## src/rtl/apb_master_bridge.sv

```systemverilog
// Valid/ready command-to-APB3 master bridge: one outstanding transfer, with an
// optional ACCESS-phase timeout when the slave never raises pready.
module apb_master_bridge #(
  parameter int unsigned ADDR_W         = 32,
  parameter int unsigned DATA_W         = 32,
  parameter int unsigned TIMEOUT_CYCLES = 256
) (
  input  logic              clk,
  input  logic              rst_n,
  input  logic              cmd_valid,
  output logic              cmd_ready,
  input  logic              cmd_write,
  input  logic [ADDR_W-1:0] cmd_addr,
  input  logic [DATA_W-1:0] cmd_wdata,
  output logic              rsp_valid,
  input  logic              rsp_ready,
  output logic [DATA_W-1:0] rsp_rdata,
  output logic              rsp_err,
  output logic              rsp_timeout,
  output logic [ADDR_W-1:0] paddr,
  output logic [DATA_W-1:0] pwdata,
  output logic              pwrite,
  output logic              psel,
  output logic              penable,
  input  logic [DATA_W-1:0] prdata,
  input  logic              pready,
  input  logic              pslverr
);

  // A zero timeout still needs a 1-bit counter; it then saturates instead of aborting.
  localparam int unsigned CNT_W = (TIMEOUT_CYCLES > 0) ? $clog2(TIMEOUT_CYCLES + 1) : 1;
  localparam logic [CNT_W-1:0] CNT_LAST = CNT_W'(TIMEOUT_CYCLES - 1);
  localparam logic [CNT_W-1:0] CNT_MAX  = '1;

  typedef enum logic [1:0] {
    S_IDLE,
    S_SETUP,
    S_ACCESS,
    S_RESP
  } state_t;

  state_t           state;
  logic [CNT_W-1:0] wait_cnt;

  always_ff @(posedge clk or negedge rst_n) begin
    if (!rst_n) begin
      state       <= S_IDLE;
      wait_cnt    <= '0;
      cmd_ready   <= 1'b0;
      rsp_valid   <= 1'b0;
      rsp_rdata   <= '0;
      rsp_err     <= 1'b0;
      rsp_timeout <= 1'b0;
      paddr       <= '0;
      pwdata      <= '0;
      pwrite      <= 1'b0;
      psel        <= 1'b0;
      penable     <= 1'b0;
    end else begin
      case (state)
        S_IDLE: begin
          if (cmd_valid && cmd_ready) begin
            paddr     <= cmd_addr;
            pwrite    <= cmd_write;
            pwdata    <= cmd_write ? cmd_wdata : '0;
            psel      <= 1'b1;
            cmd_ready <= 1'b0;
            state     <= S_SETUP;
          end else begin
            cmd_ready <= 1'b1;
          end
        end

        S_SETUP: begin
          penable <= 1'b1;
          state   <= S_ACCESS;
        end

        S_ACCESS: begin
          if (pready) begin
            rsp_rdata   <= pwrite ? '0 : prdata;
            rsp_err     <= pslverr;
            rsp_timeout <= 1'b0;
            rsp_valid   <= 1'b1;
            psel        <= 1'b0;
            penable     <= 1'b0;
            state       <= S_RESP;
          end else begin
            // Counter stops at TIMEOUT_CYCLES on abort, or at all-ones when disabled.
            if (wait_cnt != CNT_MAX) begin
              wait_cnt <= wait_cnt + CNT_W'(1);
            end
            if ((TIMEOUT_CYCLES != 0) && (wait_cnt == CNT_LAST)) begin
              rsp_rdata   <= '0;
              rsp_err     <= 1'b1;
              rsp_timeout <= 1'b1;
              rsp_valid   <= 1'b1;
              psel        <= 1'b0;
              penable     <= 1'b0;
              state       <= S_RESP;
            end
          end
        end

        S_RESP: begin
          if (rsp_ready) begin
            rsp_valid <= 1'b0;
            wait_cnt  <= '0;
            cmd_ready <= 1'b1;
            state     <= S_IDLE;
          end
        end

        default: begin
          state <= S_IDLE;
        end
      endcase
    end
  end

endmodule
```

## config.mk

```make
export PLATFORM = sky130hd
export DESIGN_NAME = apb_master_bridge
export DESIGN_NICKNAME = d
export VERILOG_FILES = /design/src/rtl/apb_master_bridge.sv
export SDC_FILE = /design/constraint.sdc
export NUM_CORES = 1
export LEC_CHECK = 0
export CAP_MARGIN = 40
export CORE_MARGIN = 2
export CORE_UTILIZATION = 40
export CTS_CLUSTER_SIZE = 8
export DETAILED_ROUTE_END_ITERATION = 10
export PLACE_DENSITY = 0.86
export SKIP_CTS_REPAIR_TIMING = 1
export SKIP_LAST_GASP = 1
export SLEW_MARGIN = 20
export SYNTH_ARGS = -nofsm -noshare
export SYNTH_HDL_FRONTEND = slang
export SYNTH_SLANG_ARGS = --single-unit
```

## constraint.sdc

```tcl
create_clock -name clk -period 5.25 [get_ports clk]
set_clock_uncertainty 0.2 [all_clocks]
set_input_delay 0.7875 -clock clk [delete_from_list [all_inputs] [get_ports clk]]
set_output_delay 0.7875 -clock clk [all_outputs]
set_load 0.03 [all_outputs]
```

Word-level counts from Yosys, hierarchy flattened
Index checks and enable logic that the tools add are counted.
{"block": "word_totals", "ff_bits": 114, "out_inout_bits": 103, "word_cells": 65}
{"block": "op_classes", "muxes": 27, "addsub": 1, "n_eq_ne": 10, "reduce_logical": 15}
{"cell": "32-bit two-way mux", "n": 4}
{"cell": "9-bit two-way mux", "n": 3}
{"cell": "9-bit case mux with 2 select lines", "n": 1}
{"cell": "1-bit two-way mux", "n": 10}
{"cell": "2-bit nonzero test", "n": 5}
{"cell": "9-bit by 1-bit adder with 9-bit output, second input constant", "n": 1}
{"cell": "9-bit by 8-bit == test with 1-bit output, second input constant", "n": 1}
{"cell": "9-bit inequality test, second input constant", "n": 1}
{"cell": "3-bit AND reduction", "n": 3}
{"cell": "2-bit two-way mux", "n": 4}
{"cell": "2-bit inequality test, second input constant", "n": 4}
{"cell": "1-bit case mux with 2 select lines", "n": 4}
{"cell": "2-bit case mux with 4 select lines", "n": 1}
{"cell": "2-bit AND reduction", "n": 4}
{"cell": "2-bit == test, second input constant", "n": 2}
{"cell": "4-bit AND reduction", "n": 1}
{"cell": "3-bit inequality test, second input constant", "n": 1}
{"cell": "2-bit by 1-bit == test with 1-bit output, second input constant", "n": 1}
{"cell": "2-bit zero test", "n": 1}
{"cell": "1-bit logical AND", "n": 1}

Longest topological paths before layout
Gate-level depths: netlist of run 1.
{"block": "depth", "word_depth": 4, "ltp_mapped": 9}

Worst setup path after synthesis of run 1
Ideal clock, no wire load.
{"block": "synth_timing", "path_kind": "reg-to-reg", "start": "register wait_cnt[0]", "end": "register wait_cnt[3]", "path_slack_ps": 3140, "stages_incl_launch_ff": 9, "arrival_time_ps": 1833, "t_required_ps": 4973, "cell_sequence": "dfrtp_1 -> ha_1 -> nand3_1 -> nor2_1 -> ha_1 -> o21a_1 -> buf_6 -> or4_1 -> a21oi_1"}
{"block": "synth_via", "elab_chain_cells": 4}
{"item": "start: declaration", "line": "43", "text": "logic [CNT_W-1:0] wait_cnt;"}
{"item": "start signal: assignment", "line": "91", "text": "wait_cnt <= wait_cnt + CNT_W'(1);"}
{"item": "9-bit by 1-bit adder with 9-bit output", "line": "91"}
{"item": "9-bit two-way mux", "line": "90", "text": "if (wait_cnt != CNT_MAX) begin"}
{"item": "9-bit two-way mux", "line": "80", "text": "if (pready) begin"}
{"item": "9-bit case mux with 2 select lines", "line": "60", "text": "case (state)"}
Parallel ways exist; a longest one is shown, timed or not. The select of a mux whose other input is x is not followed.
A chain may end at the register's enable or synchronous reset.

Worst setup path after layout of run 1
{"block": "layout_timing", "start": "register cmd_ready", "end": "output cmd_ready"}
{"item": "start: declaration", "line": "11", "text": "output logic cmd_ready,"}
{"item": "start signal: assignment", "line": "49", "text": "cmd_ready <= 1'b0;"}
{"item": "start signal: assignment", "line": "67", "text": "cmd_ready <= 1'b0;"}
{"item": "start signal: assignment", "line": "70", "text": "cmd_ready <= 1'b1;"}
No word-level cell between the ends.

==> flow_summary.json, run 1 <==
{
  "syn_to_final_growth_pct": 61.1,
  "syn_inst": 379,
  "synth-xor-area-share_pct": 0,
  "drt_wl_total_um": 11800,
  "final_hold_viol_count": 0,
  "core_area_um2": 10900,
  "dr.first_iter.drc_count": 240,
  "synth_nets": 488,
  "dp_worst_setup_slack_ns": 2.53,
  "powerDensity_nw_per_um2": 654,
  "port_buffers": 205,
  "gr-usage-all-layers_pct": 19.6,
  "setup_ws_ns": 2.64,
  "cts_tree": "built",
  "clock-sinks": 114,
  "synth_top_family_by_area": "compound AO/OA/AOI/OAI gates",
  "slew_violations": 0,
  "synth_fa_ha_area_share_pct": 1.66,
  "die_h_um": 110,
  "rrSetupSlack_ns": 2.89,
  "reg2reg_depth": 7,
  "synth_cell_types": 28,
  "synth_area_um2": 4520,
  "syn_area_per_cell_um2": 11.9,
  "dr_total_vias": 3681,
  "antenna_found_initial": 0,
  "maxSlewHeadroom_pct": 48.1,
  "rsz0062_at_grt": "false",
  "setup_tns_ns": 0,
  "finalPower_mw": 4.76,
  "die_area_um2": 12200,
  "fin_nets": 694,
  "regArea_um2": 2850,
  "clkPwrFrac_pct": 21.5,
  "p_seq_share_pct": 31.3,
  "antenna_cells": 0,
  "placed_area_um2": 6750,
  "wl_met2_um": 5710,
  "viasPerCell": 5.00,
  "avgRoutedWirePerCell_um": 16.1,
  "r2r_end": "wait_cnt[4]$_DFFE_PN0P_",
  "gp_congestion": 0.743,
  "cts_root_buffer": "clkbuf_16",
  "cts_buffers": 17,
  "clock.fmax_mhz": 384,
  "synth-seq-cells": 114,
  "start_util_pct": 41.3,
  "cts.path.max_buffers": 2,
  "p_switching_mw": 1.84,
  "utilization_pct": 66.6,
  "grt_pass1_vias": 3652,
  "drv_cap": 0,
  "min_path_type": "in2async",
  "synth-simple-area-share_pct": 8.64,
  "finalInstanceArea_um2": 7280,
  "setup_violations": 0,
  "ant_nets": 0,
  "clkLatencyLatePin_ns": 0.40,
  "grt_pass1_wl_um": 17900,
  "seq_area_frac_synth_pct": 63.1,
  "fin_crit_ns": 2.61,
  "dr.pass1.iters": 4,
  "cp.required_ns": 4.26,
  "status": "complete, no violations",
  "cp-start-kind": "register",
  "pwr-share-comb_pct": 47.2,
  "r2r_start": "wait_cnt[0]$_DFFE_PN0P_",
  "wl_met1_um": 4620,
  "cts-htree-levels": 4,
  "clk_pin_slew_ns": 0.05,
  "path_cells": "clkdlybuf4s50_1",
  "muxShareOfSynthArea_pct": 9.55,
  "cpLargestDelayFamily": "buffers and inverters",
  "synth_compound_area_share_pct": 14.1,
  "dpl.hpwl_um": 8510,
  "die_x_um": 110,
  "multi_input_area_um2": 1550,
  "fin_crit_sh_pct": 49.6,
  "crit_arrival_ns": 1.62,
  "final_layout_size_suffix_gt1_share_pct": 11.7,
  "drc": 0,
  "grt_max_degree": 79,
  "crit_slowest_cell": "clkdlybuf4s50_1",
  "path_class": "reg2out",
  "p_int_mw": 2.92,
  "cp_max_fo": 5,
  "p_leak_nw": 3.17,
  "met3_length_um": 1250,
  "yosysWarnings": 0,
  "vdd_drop_max_mv": 0.414,
  "swShare_pct": 38.6,
  "rows": 38,
  "slowest_delay_ns": 0.76,
  "cp-end-kind": "output port",
  "worst-path-buf-inv": 1,
  "boundaryPins": 206,
  "tightest_slew_ns": 0.757,
  "grt_overflow_total": 0,
  "nFillCells": 806,
  "routed.top_layer": "met4"
}
-- stage by stage --
step / hold WS [ns] / std cells
after floorplan: 0.279 / 379
after global placement: 0.264 / 702
after detailed placement: 0.271 / 706
after CTS: 0.0602 / 736
after global routing: 0.0652 / 736
final: 0.0730 / 736
-- synth_stat cells, drive strengths merged --
cell type	count	area share, %
a22o	32	6.2
nand2	70	5.8
mux2	33	8.2
ha	6	1.7
nor4	3	0.42
a221oi	1	0.19
nor2b	2	0.28
mux2i	6	1.3
nor3b	1	0.17
nand4	1	0.14
buf	8	1.0
nand2b	1	0.14
clkbuf	16	1.3
nor2	5	0.42
o21a	1	0.17
o31ai	3	0.50
o22a	1	0.19
nand3	5	0.55
or4	3	0.50
a21o	2	0.33
dfrtp	114	63
inv	7	0.58
a21oi	6	0.66
or4b	1	0.22
o21ai	48	5.3
o21bai	3	0.50
-- state kept, by name, summed over array words and instances (netlist names) --
signal	flops
paddr	32
pwdata	32
rsp_rdata	32
wait_cnt	9
state	2
cmd_ready	1
penable	1
psel	1
pwrite	1
rsp_err	1
rsp_timeout	1
rsp_valid	1
-- power groups by stage --
stage / registers, mW / clock network (mW) / logic (mW)
4_1_cts: 1.49 / 1.04 / 2.27
3_5_place_dp: 1.49 / 0 / 2.26
5_1_grt: 1.53 / 1.09 / 2.39
6_report: 1.49 / 1.02 / 2.25
3_3_place_gp: 1.48 / 0 / 2.19
2_1_floorplan: 2.18 / 0 / 0.571
-- layout make-up --
| class | count | share of cell area (%) |
|---|---|---|
| Clock buffer | 23 | 6.43 |
| Clock inverter | 7 | 0.825 |
| Inverter | 7 | 0.361 |
| Multi-Input combinational cell | 234 | 21.3 |
| Sequential cell | 114 | 39.2 |
| Tap cell | 140 | 2.41 |
| Timing Repair Buffer | 211 | 29.5 |
-- metal layers --
metal	track usage, %	vias to the layer above
li1	-	1740
met1	22.9	1740
met2	32.3	177
met3	8.05	24
met4	7.68	0
met5	0	-
-- worst max path at each step --
stage                            start                      end  slack [ns]  cells after the start
2_1_floorplan  wait_cnt[0]$_DFFE_PN0P_  wait_cnt[3]$_DFFE_PN0P_        3.14                      8
3_3_place_gp                 cmd_valid     paddr[3]$_DFFE_PN0P_        2.25                      3
3_5_place_dp                    pready  wait_cnt[4]$_DFFE_PN0P_        2.53                      4
4_1_cts          cmd_ready$_DFFE_PN0P_                cmd_ready        2.62                      1
5_1_grt          cmd_ready$_DFFE_PN0P_                cmd_ready        2.56                      1
6_report         cmd_ready$_DFFE_PN0P_                cmd_ready        2.64                      1
-- logic make-up (layout without fill, tap and decap cells) --
group	after synthesis	count (layout)
adder cells (fa/ha/maj)	6	6
AO/OA/AOI/OAI	97	97
flip-flops	114	114
AND/OR/NAND/NOR	92	92
buffers and inverters	31	248
multiplexers	39	39
-- placed cells by master (no fill, tap or decap), types with 4 or more instances in the layout --
master / synthesis / layout
nor2_1: 5 / 4
clkbuf_1: 16 / 4
mux2_2: 33 / 33
nand3_1: 5 / 4
nand2_1: 70 / 70
a21oi_1: 6 / 6
clkdlybuf4s50_1: 0 / 204
a22o_1: 32 / 32
mux2i_1: 6 / 6
ha_1: 6 / 6
o21ai_0: 47 / 47
inv_1: 7 / 7
clkinv_2: 0 / 6
dfrtp_1: 114 / 114
clkbuf_16: 0 / 17
(Power assumes the default switching activity.)
==> run 2, diff against run 1 <==
==> constraint.sdc (replaced) <==
create_clock -name clk -period 2.4 [get_ports clk]
set_clock_uncertainty 0.2 [all_clocks]
set_input_delay 0.36 -clock clk [delete_from_list [all_inputs] [get_ports clk]]
set_output_delay 0.36 -clock clk [all_outputs]
set_load 0.03 [all_outputs]
==> flow_summary.json, run 2 (same netlist as run 1, synthesis figures left out) <==
{
  "status": "complete, no violations",
  "boundaryPins": 206,
  "dr_total_vias": 3772,
  "vdd_drop_max_mv": 0.876,
  "clkLatencyLatePin_ns": 0.40,
  "clk_pin_slew_ns": 0.05,
  "cts_root_buffer": "clkbuf_16",
  "cts_buffers": 17,
  "final_layout_size_suffix_gt1_share_pct": 12.9,
  "slew_violations": 0,
  "setup_violations": 0,
  "fin_crit_ns": 2.30,
  "fin_nets": 700,
  "core_area_um2": 10900,
  "regArea_um2": 2850,
  "cp-end-kind": "register",
  "mostFrequentLayoutCells": "204 x clkdlybuf4s50_1, 114 x dfrtp_1, 70 x nand2_1, 47 x o21ai_0, 33 x mux2_2",
  "die_area_um2": 12200,
  "cp.required_ns": 2.52,
  "rsz0062_at_grt": "false",
  "rows": 38,
  "die_h_um": 110,
  "clock-sinks": 114,
  "nFillCells": 810,
  "ant_nets": 0,
  "antenna_cells": 0,
  "clock.fmax_mhz": 434,
  "gp_congestion": 0.817,
  "cts_tree": "built",
  "maxSlewHeadroom_pct": 45.1,
  "gr-usage-all-layers_pct": 20.2,
  "avgRoutedWirePerCell_um": 16.3,
  "cp_max_fo": 19,
  "cts.path.max_buffers": 2,
  "port_buffers": 205,
  "syn_to_final_growth_pct": 62.7,
  "p_leak_nw": 3.20,
  "top_regs": "paddr x32, pwdata x32, rsp_rdata x32",
  "grt_pass1_vias": 3914,
  "crit_arrival_ns": 2.42,
  "finalPower_mw": 10.5,
  "die_x_um": 110,
  "cts-htree-levels": 4,
  "start_util_pct": 41.3,
  "cp-start-kind": "register",
  "final_common_cell": "clkdlybuf4s50_1",
  "grt_pass1_wl_um": 18700,
  "multi_input_area_um2": 1570,
  "fin_crit_sh_pct": 96.0,
  "min_path_type": "reg2reg",
  "dr.first_iter.drc_count": 261,
  "powerDensity_nw_per_um2": 1420,
  "path_class": "reg2reg",
  "dpl.hpwl_um": 8760,
  "drt_wl_total_um": 12100,
  "viasPerCell": 5.08,
  "antenna_found_initial": 0,
  "setup_tns_ns": 0,
  "grt_max_degree": 51,
  "whs_ns": 0.278,
  "grt_overflow_total": 0,
  "drc": 0,
  "drv_cap": 0,
  "tightest_slew_ns": 0.801,
  "dr.pass1.iters": 4,
  "final_hold_viol_count": 0
}
## run 2: cell count changes in the layout (fill, tap and decap cells not counted), sizes merged
cell / previous run / this run
clkbuf: 23 / 25
bufinv: 1 / 0
dlygate4sd3: 0 / 1
buf: 7 / 12
## run 2: final cells by class
class	instances	area share (%)
repair buffers	217	30.0
inverters	7	0.358
multi-input cells	234	21.3
clock inverters	6	0.409
flip-flops and latches	114	38.8
clock buffers	25	6.74
well taps	140	2.38
## run 2: power by group
part / switching (mW) / internal [mW] / total, mW / leakage, nW
clock: 0.781 / 1.41 / 2.19 / 0.266
sequential: 0.487 / 2.76 / 3.25 / 1.45
combinational: 2.78 / 2.23 / 5.02 / 1.49
total: 4.05 / 6.40 / 10.5 / 3.20
## run 2: path summary, 6_finish.rpt
path	from	endpoint	slack [ns]	cells past startpoint
worst max-delay path	wait_cnt[0]$_DFFE_PN0P_	wait_cnt[4]$_DFFE_PN0P_	0.1	7
worst min-delay path	pwdata[9]$_DFFE_PN0P_	pwdata[9]$_DFFE_PN0P_	0.28	2
worst max register to register	wait_cnt[0]$_DFFE_PN0P_	wait_cnt[4]$_DFFE_PN0P_	0.1	7
worst min register to register	pwdata[9]$_DFFE_PN0P_	pwdata[9]$_DFFE_PN0P_	0.28	2
max in group asynchronous	rst_n	wait_cnt[3]$_DFFE_PN0P_	1.04	3
min in group asynchronous	rst_n	pwdata[4]$_DFFE_PN0P_	0.34	2
## run 2: per-layer routing
layer / vias to the layer above / wire length (µm) / track usage [%]
met5: - / 0 / 0
met4: 0 / 210 / 7.68
met3: 20 / 1250 / 8.17
met2: 194 / 6020 / 34.8
met1: 1801 / 4660 / 22.4
li1: 1757 / - / -
## run 2: stage by stage
step | instances | setup WS [ns] | area [µm²] | util, %
finish | 743 | 0.0957 | 7350 | 67.2
global route | 743 | 0.0227 | 7350 | 67.2
CTS | 742 | 0.00975 | 7330 | 67.0
detailed placement | 711 | 0.0215 | 6800 | 62.2
global placement | 711 | 0.155 | 6800 | 62.2
floorplan | 379 | 0.290 | 4520 | -
## run 2: critical path, stage by stage (launching register included)
cell and delay (ns):
dfrtp_1 0.40, ha_1 0.26, nand3_1 0.11, nor2_1 0.07, ha_1 0.22, o21a_4 0.27
or4_1 0.53, a21oi_1 0.16
==> run 3, diff against run 2 <==
--- a/config.mk
+++ b/config.mk
@@ -5,7 +5,9 @@
 export SDC_FILE = /design/constraint.sdc
 export NUM_CORES = 1
 export LEC_CHECK = 0
+export ABC_CLOCK_PERIOD_IN_PS = 2400
 export CAP_MARGIN = 40
+export CORE_ASPECT_RATIO = 1.2
 export CORE_MARGIN = 2
 export CORE_UTILIZATION = 40
 export CTS_CLUSTER_SIZE = 8
==> flow_summary.json, run 3 (same netlist as run 1, synthesis figures left out) <==
{
  "status": "complete, no violations",
  "dpl.hpwl_um": 8330,
  "die_x_um": 101,
  "r2r_start": "wait_cnt[0]$_DFFE_PN0P_",
  "min_path_cells": 2,
  "start_util_pct": 40.9,
  "min_path_type": "reg2reg",
  "grt_pass1_wl_um": 18900,
  "nFillCells": 819,
  "clkLatencyLatePin_ns": 0.40,
  "slew_violations": 0,
  "mostFrequentLayoutCells": "204 x clkdlybuf4s50_1, 114 x dfrtp_1, 70 x nand2_1, 47 x o21ai_0, 33 x mux2_2",
  "vdd_drop_max_mv": 0.666,
  "cp-end-kind": "register",
  "antenna_found_initial": 0,
  "final_layout_size_suffix_gt1_share_pct": 12.8,
  "final_common_cell": "clkdlybuf4s50_1",
  "rsz0062_at_grt": "false",
  "cts.path.max_buffers": 2,
  "cp.depth": 7,
  "syn_to_final_growth_pct": 62.4,
  "cts_root_buffer": "clkbuf_16",
  "hold_start": "pwdata[21]$_DFFE_PN0P_",
  "cts_tree": "built",
  "rows": 42,
  "die_h_um": 120,
  "tightest_slew_ns": 0.645,
  "crit_arrival_ns": 2.39,
  "dr.pass1.iters": 4,
  "top_regs": "paddr x32, pwdata x32, rsp_rdata x32",
  "dr_total_vias": 3765,
  "setup_ws_ns": 0.133,
  "placed_area_um2": 6760,
  "worst-path-buf-inv": 0,
  "finalNonFillerCells": 734,
  "cp_max_fo": 19,
  "regArea_um2": 2850,
  "r2r_end": "wait_cnt[3]$_DFFE_PN0P_",
  "setup_tns_ns": 0,
  "cts-htree-levels": 4,
  "finalInstanceArea_um2": 7340,
  "rrSetupSlack_ns": 0.13,
  "grt_pass1_vias": 3835,
  "gp_congestion": 0.772,
  "cpLargestDelayFamily": "simple AND/OR/NAND/NOR gates",
  "dp_worst_setup_slack_ns": 0.0621,
  "final_hold_viol_count": 0,
  "critPathMostFrequentCell": "ha_1",
  "clk_pin_slew_ns": 0.05,
  "boundaryPins": 206,
  "drc": 0,
  "fin_nets": 698,
  "fin_crit_ns": 2.27,
  "path_cells": "ha_1 > nand3_1 > nor2_1 > ha_1 > o21a_2 > or4_1 > a21oi_1",
  "slowest_delay_ns": 0.54,
  "reg2reg_depth": 7,
  "post-place-cells": 700,
  "clock.fmax_mhz": 441,
  "setup_violations": 0,
  "crit_slowest_cell": "or4_1",
  "clock-sinks": 114,
  "core_area_um2": 11000,
  "multi_input_area_um2": 1550,
  "grt_max_degree": 115,
  "grt_overflow_total": 0,
  "p_leak_nw": 3.19,
  "fin_crit_sh_pct": 94.5,
  "min_to": "pwdata[21]$_DFFE_PN0P_",
  "cts_buffers": 17,
  "avgRoutedWirePerCell_um": 16.2,
  "maxSlewHeadroom_pct": 57.0,
  "cp.required_ns": 2.52,
  "utilization_pct": 66.5,
  "dr.first_iter.drc_count": 122,
  "cp-start-kind": "register",
  "gr-usage-all-layers_pct": 19.9,
  "drt_wl_total_um": 11900,
  "powerDensity_nw_per_um2": 1440,
  "die_area_um2": 12200,
  "path_class": "reg2reg",
  "viasPerCell": 5.13,
  "drv_cap": 0,
  "port_buffers": 205,
  "ant_nets": 0,
  "antenna_cells": 0
}
[run 3: how the worst max path moves through the flow]
stage	start	end	slack (ns)
finish	wait_cnt[0]$_DFFE_PN0P_	wait_cnt[3]$_DFFE_PN0P_	0.13
detailed placement	wait_cnt[0]$_DFFE_PN0P_	wait_cnt[2]$_DFFE_PN0P_	0.06
CTS	wait_cnt[0]$_DFFE_PN0P_	wait_cnt[4]$_DFFE_PN0P_	0.04
floorplan	wait_cnt[0]$_DFFE_PN0P_	wait_cnt[3]$_DFFE_PN0P_	0.29
global route	wait_cnt[0]$_DFFE_PN0P_	wait_cnt[7]$_DFFE_PN0P_	0.03
global placement	wait_cnt[0]$_DFFE_PN0P_	wait_cnt[4]$_DFFE_PN0P_	0.14
[run 3: worst min-delay path, stage by stage, from the launching register on]
cell	delay, ns
dfrtp_1	0.34
nand2_1	0.04
o21ai_0	0.06
[run 3: layer usage]
| metal | up-vias | share of wire, % | global-route usage (%) |
|---|---|---|---|
| met5 | - | 0 | 0 |
| met4 | 0 | 2.3 | 8.61 |
| met3 | 20 | 7.4 | 6.99 |
| met2 | 149 | 52 | 33.3 |
| met1 | 1848 | 39 | 23.1 |
| li1 | 1748 | - | - |
[run 3: stage by stage]
stage	total power [mW]	hold slack, ns
4_1_cts	10.6	-0.134
5_1_grt	11.1	0.308
3_3_place_gp	8.07	0.264
2_1_floorplan	6.01	-0.136
3_5_place_dp	8.22	0.270
6_report	10.6	0.277
[run 3: final cells by class]
cell class | count | share of cell area, %
clock buffer | 21 | 6.14
clock inverter | 11 | 1.53
inverter | 7 | 0.358
multi-input combinational | 234 | 21.2
sequential | 114 | 38.9
tap | 132 | 2.25
timing repair buffer | 215 | 29.7
[run 3: power breakdown]
| group | switching, mW | leakage, nW | internal (mW) |
|---|---|---|---|
| logic | 2.75 | 1.47 | 2.22 |
| registers | 0.457 | 1.45 | 2.76 |
| clock network | 0.837 | 0.272 | 1.54 |
| total | 4.05 | 3.19 | 6.52 |
